--- config.mk ---
export PLATFORM = sky130hd
export DESIGN_NAME = cbb_row_accumulator
export DESIGN_NICKNAME = d
export VERILOG_FILES = /design/src/rtl/cbb_row_accumulator_pkg.sv /design/src/rtl/cbb_lane_adder.sv /design/src/rtl/cbb_row_accumulator.sv
export SDC_FILE = /design/constraint.sdc
export NUM_CORES = 1
export LEC_CHECK = 0
export ABC_CLOCK_PERIOD_IN_PS = 6000
export CORE_MARGIN = 1
export CORE_UTILIZATION = 39
export CTS_CLUSTER_DIAMETER = 60
export DETAILED_ROUTE_END_ITERATION = 10
export PLACE_DENSITY = 0.66
export SLEW_MARGIN = 20
export SYNTH_ARGS = -nofsm -noshare
export SYNTH_HDL_FRONTEND = slang
export SYNTH_SLANG_ARGS = --single-unit
--- constraint.sdc ---
create_clock -name clk -period 6 [get_ports clk]
set_clock_uncertainty 0.15 [all_clocks]
set_input_delay 0.6 -clock clk [delete_from_list [all_inputs] [get_ports clk]]
set_output_delay 0.6 -clock clk [all_outputs]
set_load 0.05 [all_outputs]
--- src/rtl/cbb_row_accumulator_pkg.sv ---
// cbb_row_accumulator_pkg: widths and FSM encodings shared by the CBB, IMU, DSMU and RSMU
package cbb_row_accumulator_pkg;
  localparam int BIT_WIDTH = 32;
  localparam int TILE_WIDTH = 4;
  localparam int NNZ_WIDTH = 4;
  localparam int ROW_IDX_WIDTH = 8;
  typedef enum logic [1:0] {
    IDLE  = 2'd0,
    ACCUM = 2'd1,
    DRAIN = 2'd2
  } state_t;
endpackage

--- src/rtl/cbb_lane_adder.sv ---
// cbb_lane_adder: lane-wise wrapping adder with no carry between lanes
module cbb_lane_adder #(
  parameter int BIT_WIDTH = cbb_row_accumulator_pkg::BIT_WIDTH,
  parameter int TILE_WIDTH = cbb_row_accumulator_pkg::TILE_WIDTH
) (
  input  logic [BIT_WIDTH*TILE_WIDTH-1:0] a,
  input  logic [BIT_WIDTH*TILE_WIDTH-1:0] b,
  output logic [BIT_WIDTH*TILE_WIDTH-1:0] sum
);
  for (genvar g = 0; g < TILE_WIDTH; g++) begin : g_lane
    assign sum[g*BIT_WIDTH +: BIT_WIDTH] = a[g*BIT_WIDTH +: BIT_WIDTH] + b[g*BIT_WIDTH +: BIT_WIDTH];
  end
endmodule

--- src/rtl/cbb_row_accumulator.sv ---
// cbb_row_accumulator: sums a counted run of IMU partial-product rows and hands the row to the output buffer
module cbb_row_accumulator #(
  parameter int BIT_WIDTH = cbb_row_accumulator_pkg::BIT_WIDTH,
  parameter int TILE_WIDTH = cbb_row_accumulator_pkg::TILE_WIDTH,
  parameter int NNZ_WIDTH = cbb_row_accumulator_pkg::NNZ_WIDTH,
  parameter int ROW_IDX_WIDTH = cbb_row_accumulator_pkg::ROW_IDX_WIDTH
) (
  input  logic                            clk,
  input  logic                            rst,
  input  logic                            start,
  input  logic [NNZ_WIDTH-1:0]            nnz_count,
  input  logic [ROW_IDX_WIDTH-1:0]        row_idx,
  input  logic                            in_valid,
  input  logic [BIT_WIDTH*TILE_WIDTH-1:0] in_data,
  output logic                            in_ready,
  output logic                            out_valid,
  output logic [BIT_WIDTH*TILE_WIDTH-1:0] out_data,
  output logic [ROW_IDX_WIDTH-1:0]        out_row_idx,
  input  logic                            out_ready,
  output logic                            busy
);
  import cbb_row_accumulator_pkg::*;
  state_t state, state_nxt;
  logic [NNZ_WIDTH-1:0] remaining;
  logic [BIT_WIDTH*TILE_WIDTH-1:0] acc, sum;
  logic accept, load;
  assign in_ready = state == ACCUM;
  assign out_valid = state == DRAIN;
  assign busy = state != IDLE;
  assign out_data = acc;
  assign accept = in_valid && in_ready;
  assign load = state == IDLE && start;
  cbb_lane_adder #(.BIT_WIDTH(BIT_WIDTH), .TILE_WIDTH(TILE_WIDTH)) u_add (
    .a(acc),
    .b(in_data),
    .sum(sum)
  );
  // next state: a zero-length row skips straight to DRAIN
  always_comb begin
    state_nxt = state;
    case (state)
      IDLE:    state_nxt = start ? (nnz_count == '0 ? DRAIN : ACCUM) : IDLE;
      ACCUM:   state_nxt = accept && remaining == NNZ_WIDTH'(1) ? DRAIN : ACCUM;
      DRAIN:   state_nxt = out_ready ? IDLE : DRAIN;
      default: state_nxt = IDLE;
    endcase
  end
  // state register
  always_ff @(posedge clk) begin
    if (rst) state <= IDLE;
    else state <= state_nxt;
  end
  // row setup on start, lane-wise accumulation on each accepted product
  always_ff @(posedge clk) begin
    if (rst) begin
      acc <= '0;
      remaining <= '0;
      out_row_idx <= '0;
    end else if (load) begin
      acc <= '0;
      remaining <= nnz_count;
      out_row_idx <= row_idx;
    end else if (accept) begin
      acc <= sum;
      remaining <= remaining - NNZ_WIDTH'(1);
    end
  end
endmodule

* Yosys cells after proc, flatten, opt, wreduce, memory -nomap -nowiden *
Cells that the tools add are included.

operators by class
  multiplexer cells = 7
  add/subtract/negate cells = 5
  eq/ne operators = 3
  reduce and logical (&&, ||, !) cells = 8

operators by type and width
  operator                                                               number
  32-bit adder                                                           4
  2-bit two-way mux                                                      4
  4-bit two-way mux                                                      2
  2-bit one-hot mux with 3 select lines                                  1
  4-bit by 1-bit equality test with 1-bit output, second input constant  1
  4-bit logical NOT                                                      1
  2-bit nonzero test                                                     2
  4-bit by 1-bit subtractor with 4-bit output, second input constant     1
  1-bit logical AND                                                      3
  2-bit by 1-bit equality test with 1-bit output, second input constant  1
  2-bit equality test, second input constant                             1
  2-bit logical NOT                                                      1
  2-bit OR reduction                                                     1

storage, ports and cells
  input bits = 145
  output and inout bits = 139
  logic and storage cells = 27
  register bits = 142

* Depth between registers and ports, before layout *
  word-level depth = 5
  gate-level depth with buffers = 12
  gate-level depth less buffers = 12

* Hierarchy *
A second synthesis with hierarchy kept.

second synthesis, totals
  cells, all modules = 1646
  area, all modules = 12210.5 um^2

by module, submodules not included
  module               cells an instance  sequential area each (um^2)  area an instance (um^2)  instances
  cbb_lane_adder       1012               0.0                          7043.0                   1
  cbb_row_accumulator  634                2842.7                       5167.5                   1

* Worst setup path before layout *
No wires, ideal clock.

  path kind = in2reg
  start point = in in_data[32]
  end point = reg acc[62], in the netlist out_data[62]
  stages = 12
  slack = 2592 ps
  buffers on the path = 0
  required time = 5725 ps
  library setup time = 125 ps
  arrival time = 3132 ps
  cells stage by stage = ha_1 > fa_1 > a21o_1 > a21o_1 > a2111oi_4 > o21bai_2 > a311oi_4 > o21a_2 > o22ai_1 > a221oi_2 > xor2_1 > o21ai_1

between the ends
  cells in the longest elaborated chain, start to end = 1

RTL lines
  item                    line                       RTL
  start: declaration      cbb_row_accumulator.sv:14  input logic [BIT_WIDTH*TILE_WIDTH-1:0] in_data,
  32-bit adder            cbb_lane_adder.sv:11       assign sum[g*BIT_WIDTH +: BIT_WIDTH] = a[g*BIT_WIDTH +: BIT_WIDTH] + b[g*BIT_WIDTH +: BIT_WIDTH];
  end signal: assignment  cbb_row_accumulator.sv:64  acc <= sum;
  end: declaration        cbb_row_accumulator.sv:25  logic [BIT_WIDTH*TILE_WIDTH-1:0] acc, sum;

No other way between the ends.
A chain may end at the register's enable or synchronous reset.

* Worst setup path after layout *
Ends and elaborated chain as after synthesis.

==> flow_summary.ini <==
[status]
status = finished, final reports clean

[synth]
yosysWarnings = 0
synth_common_cells = nand2_1, a21oi_1, dfxtp_1
syn_inst = 1419
synthArstFlopShare_pct = 0
yosysMostFrequentCell = nand2_1
synth_cell_type_count = 75
synth_top_area_cell = dfxtp_1
synth.yosys.seq_area_share_pct = 25.95
synth_edf_count = 0
yosys.area.top_type_share_pct = 25.95
synth_seq_cells = 142
ys_top_cells_by_area = dfxtp_1, ha_1, a21oi_1
post_synth.cell_area_avg_sq_um = 7.721
syn_area_sq_mm = 0.01096
synth_ff_type = dfxtp_1
syn_nets = 1694

[setup_path]
critical-path-top-delay-family = compound AO/OA/AOI/OAI gates
crit_chain = clkdlybuf4s50_1 -> ha_1 -> fa_1 -> a21o_1 -> a21o_1 -> a2111oi_4 -> o21bai_2 -> a311oi_4 -> o21a_2 -> o22ai_1 -> a221oi_2 -> xor2_1 -> o21ai_1
path_class = input port to flip-flop
critPathMostFrequentCell = a21o_1
arrival_ns = 3.82
path_max_fanout = 4
r2r-end = out_data[62]
cp.required_ns = 6.13
path_buf_inv = 1
crit_slowest_cell = fa_1
cp-start-kind = input port
r2r_cells = 12
rrSetupSlack_ns = 2.57
critPathMaxStageDelay_ns = 0.41
r2r-start = out_data[32]
cp-end-kind = flip-flop

[placed_design]
placed_area_sq_mm = 0.01411
place_congestion = 0.8744
port_buffers = 283
dp_hpwl_um = 25110

[layout]
drive_gt1_share_pct = 4.276
final_area_sq_mm = 0.01473
num-fill-cells = 2579
finish.utilization_pct = 54.04
area_growth_syn_to_layout_pct = 34.42
nets = 1946

[job]
maxCapViolations = 0

[floorplan]
core-area_sq_mm = 0.02725
start_util_pct = 40.20
fp.dieH_um = 169.6
io-pin-count = 284
die_area_sq_mm = 0.02877
die_w_um = 169.6
num_rows = 60

[sta]
timing.fmax_mhz = 270.7
drv_slew = 0
final_hold_viol_count = 0
fin_crit_sh_pct = 61.58
tns_ns = 0
slew_headroom_pct = 43.44
holdWs_ns = 0.3095
final-setup-viol-count = 0
rsz0062_at_grt = false
fin_crit_ns = 3.695
worst_pin_slew_ns = 0.8484

[pwr]
p_leak_uw = 0.005988
p_per_area_mw_per_mm2 = 196.5
clkPwrFrac_pct = 38.5
fin_total_pwr_uw = 2894
peakVddDrop_mv = 0.1503
share_comb_of_total_power_pct = 26.7
power_switching_uw = 950.8
pwr-share-seq_pct = 34.8
p_int_uw = 1943
switching_share_pct = 32.86

[cts]
clockBufferDepth = 2
cts_tree = done
cts_sinks = 142
holdBufCountCts = 0
root_buffer = clkbuf_16
cts_resized = 0
cts_inserted_buffers = 17
cts_setup_buffers = 0
clk_latency_ns = 0.42
clk_pin_slew_ns = 0.07
htreeDepth = 4

[routing]
dr.pass1.iters = 5
routed.top_layer = met4
wl_met1_um = 15160
post_drt_via_cell_ratio = 5.436
final_antenna_net_count = 0
drt_wl_total_um = 33610
route.met2.wl_um = 15570
dr_wl_met3_um = 2085
drtIter0Drc = 540
vias = 11203
drc_errors = 0
wl_per_cell_um = 16.31

[worst_hold_path]
holdPathEnd = out_row_idx[4]
hp-class = flip-flop to flip-flop
min-delay-start = out_row_idx[4]
hold_path_depth = 2

[global_route]
gr-total-overflow = 0
antenna_found_initial = 4
grt_max_degree = 63
grt_pass1_vias = 10442
grt_use_total_pct = 22.66
grt_pass1_wl_um = 52320
cell type report:
cell class	instances	area (sq um)	share of cell area [%]
Antenna cell	5	12.51	0.08496
Clock inverter	13	150.1	1.020
Timing Repair Buffer	289	2878	19.54
Clock buffer	19	452.9	3.076
Sequential cell	142	2843	19.30
Multi-Input combinational cell	1191	7812	53.05
Tap cell	372	465.4	3.161
Inverter	30	112.6	0.7647
worst reg2reg max path, cell delays in order, from the launching register on:
cell	delay, ns
dfxtp_1	0.34
ha_1	0.23
fa_1	0.41
a21o_1	0.19
a21o_1	0.23
a2111oi_4	0.41
o21bai_2	0.18
a311oi_4	0.35
o21a_2	0.21
o22ai_1	0.11
a221oi_2	0.25
xor2_1	0.17
o21ai_1	0.07
power groups by stage:
| stage | Clock (uW) | Sequential (uW) | Combinational, uW |
|---|---|---|---|
| after floorplan | 0 | 1130 | 400 |
| after global placement | 0 | 1030 | 765 |
| after detailed placement | 0 | 1030 | 769 |
| after CTS | 1140 | 1010 | 774 |
| after global routing | 1180 | 1010 | 840 |
| final | 1110 | 1010 | 773 |
logic make-up after synthesis:
| family | after synthesis | synth area share [%] |
|---|---|---|
| fa+ha+maj | 130 | 15.12 |
| flops | 142 | 25.95 |
| buf+inv | 86 | 2.947 |
| xor+xnor | 105 | 8.394 |
| mux | 2 | 0.1827 |
| compound gates | 488 | 28.51 |
| simple gates | 466 | 18.90 |
cell usage in the layout, fill, tap and decap left out, types with 34 or more instances in the layout:
| cell type | netlist | layout |
|---|---|---|
| clkdlybuf4s50_1 | 0 | 283 |
| nand2_1 | 253 | 251 |
| a21oi_1 | 200 | 200 |
| dfxtp_1 | 142 | 142 |
| ha_1 | 126 | 126 |
| o21ai_0 | 77 | 77 |
| nor2_1 | 73 | 72 |
| xnor2_1 | 64 | 64 |
| a21o_1 | 56 | 56 |
| xor2_1 | 41 | 41 |
| nand3_1 | 34 | 34 |
flip-flops by register name, summed over array words and instances, names as in the netlist:
register and flops:
out_data 128, out_row_idx 8, remaining 4, state 2
worst max path at each step:
stage	from	endpoint	slack, ns	cells after the start
6_report	in_data[32]	out_data[62]	2.31	13
5_1_grt	in_data[96]	out_data[126]	2.08	13
4_1_cts	in_data[96]	out_data[126]	2.30	13
3_5_place_dp	in_data[96]	out_data[126]	1.86	13
3_3_place_gp	in_data[96]	out_data[126]	1.91	13
2_1_floorplan	in_data[32]	out_data[62]	2.59	12
per-layer routing:
layer / up-vias / GRT usage, %
met3: 39 / 5.410
met2: 312 / 37.51
met1: 5187 / 28.57
met4: 0 / 7.912
li1: 5665 / -
met5: - / 0
metrics by stage:
step | instances | setup slack, ns
final | 2061 | 2.305
after global routing | 2057 | 2.083
after CTS | 2056 | 2.299
after detailed placement | 2024 | 1.863
after global placement | 2024 | 1.905
after floorplan | 1419 | 2.592
Note: power is estimated with default switching activity, not from simulation.
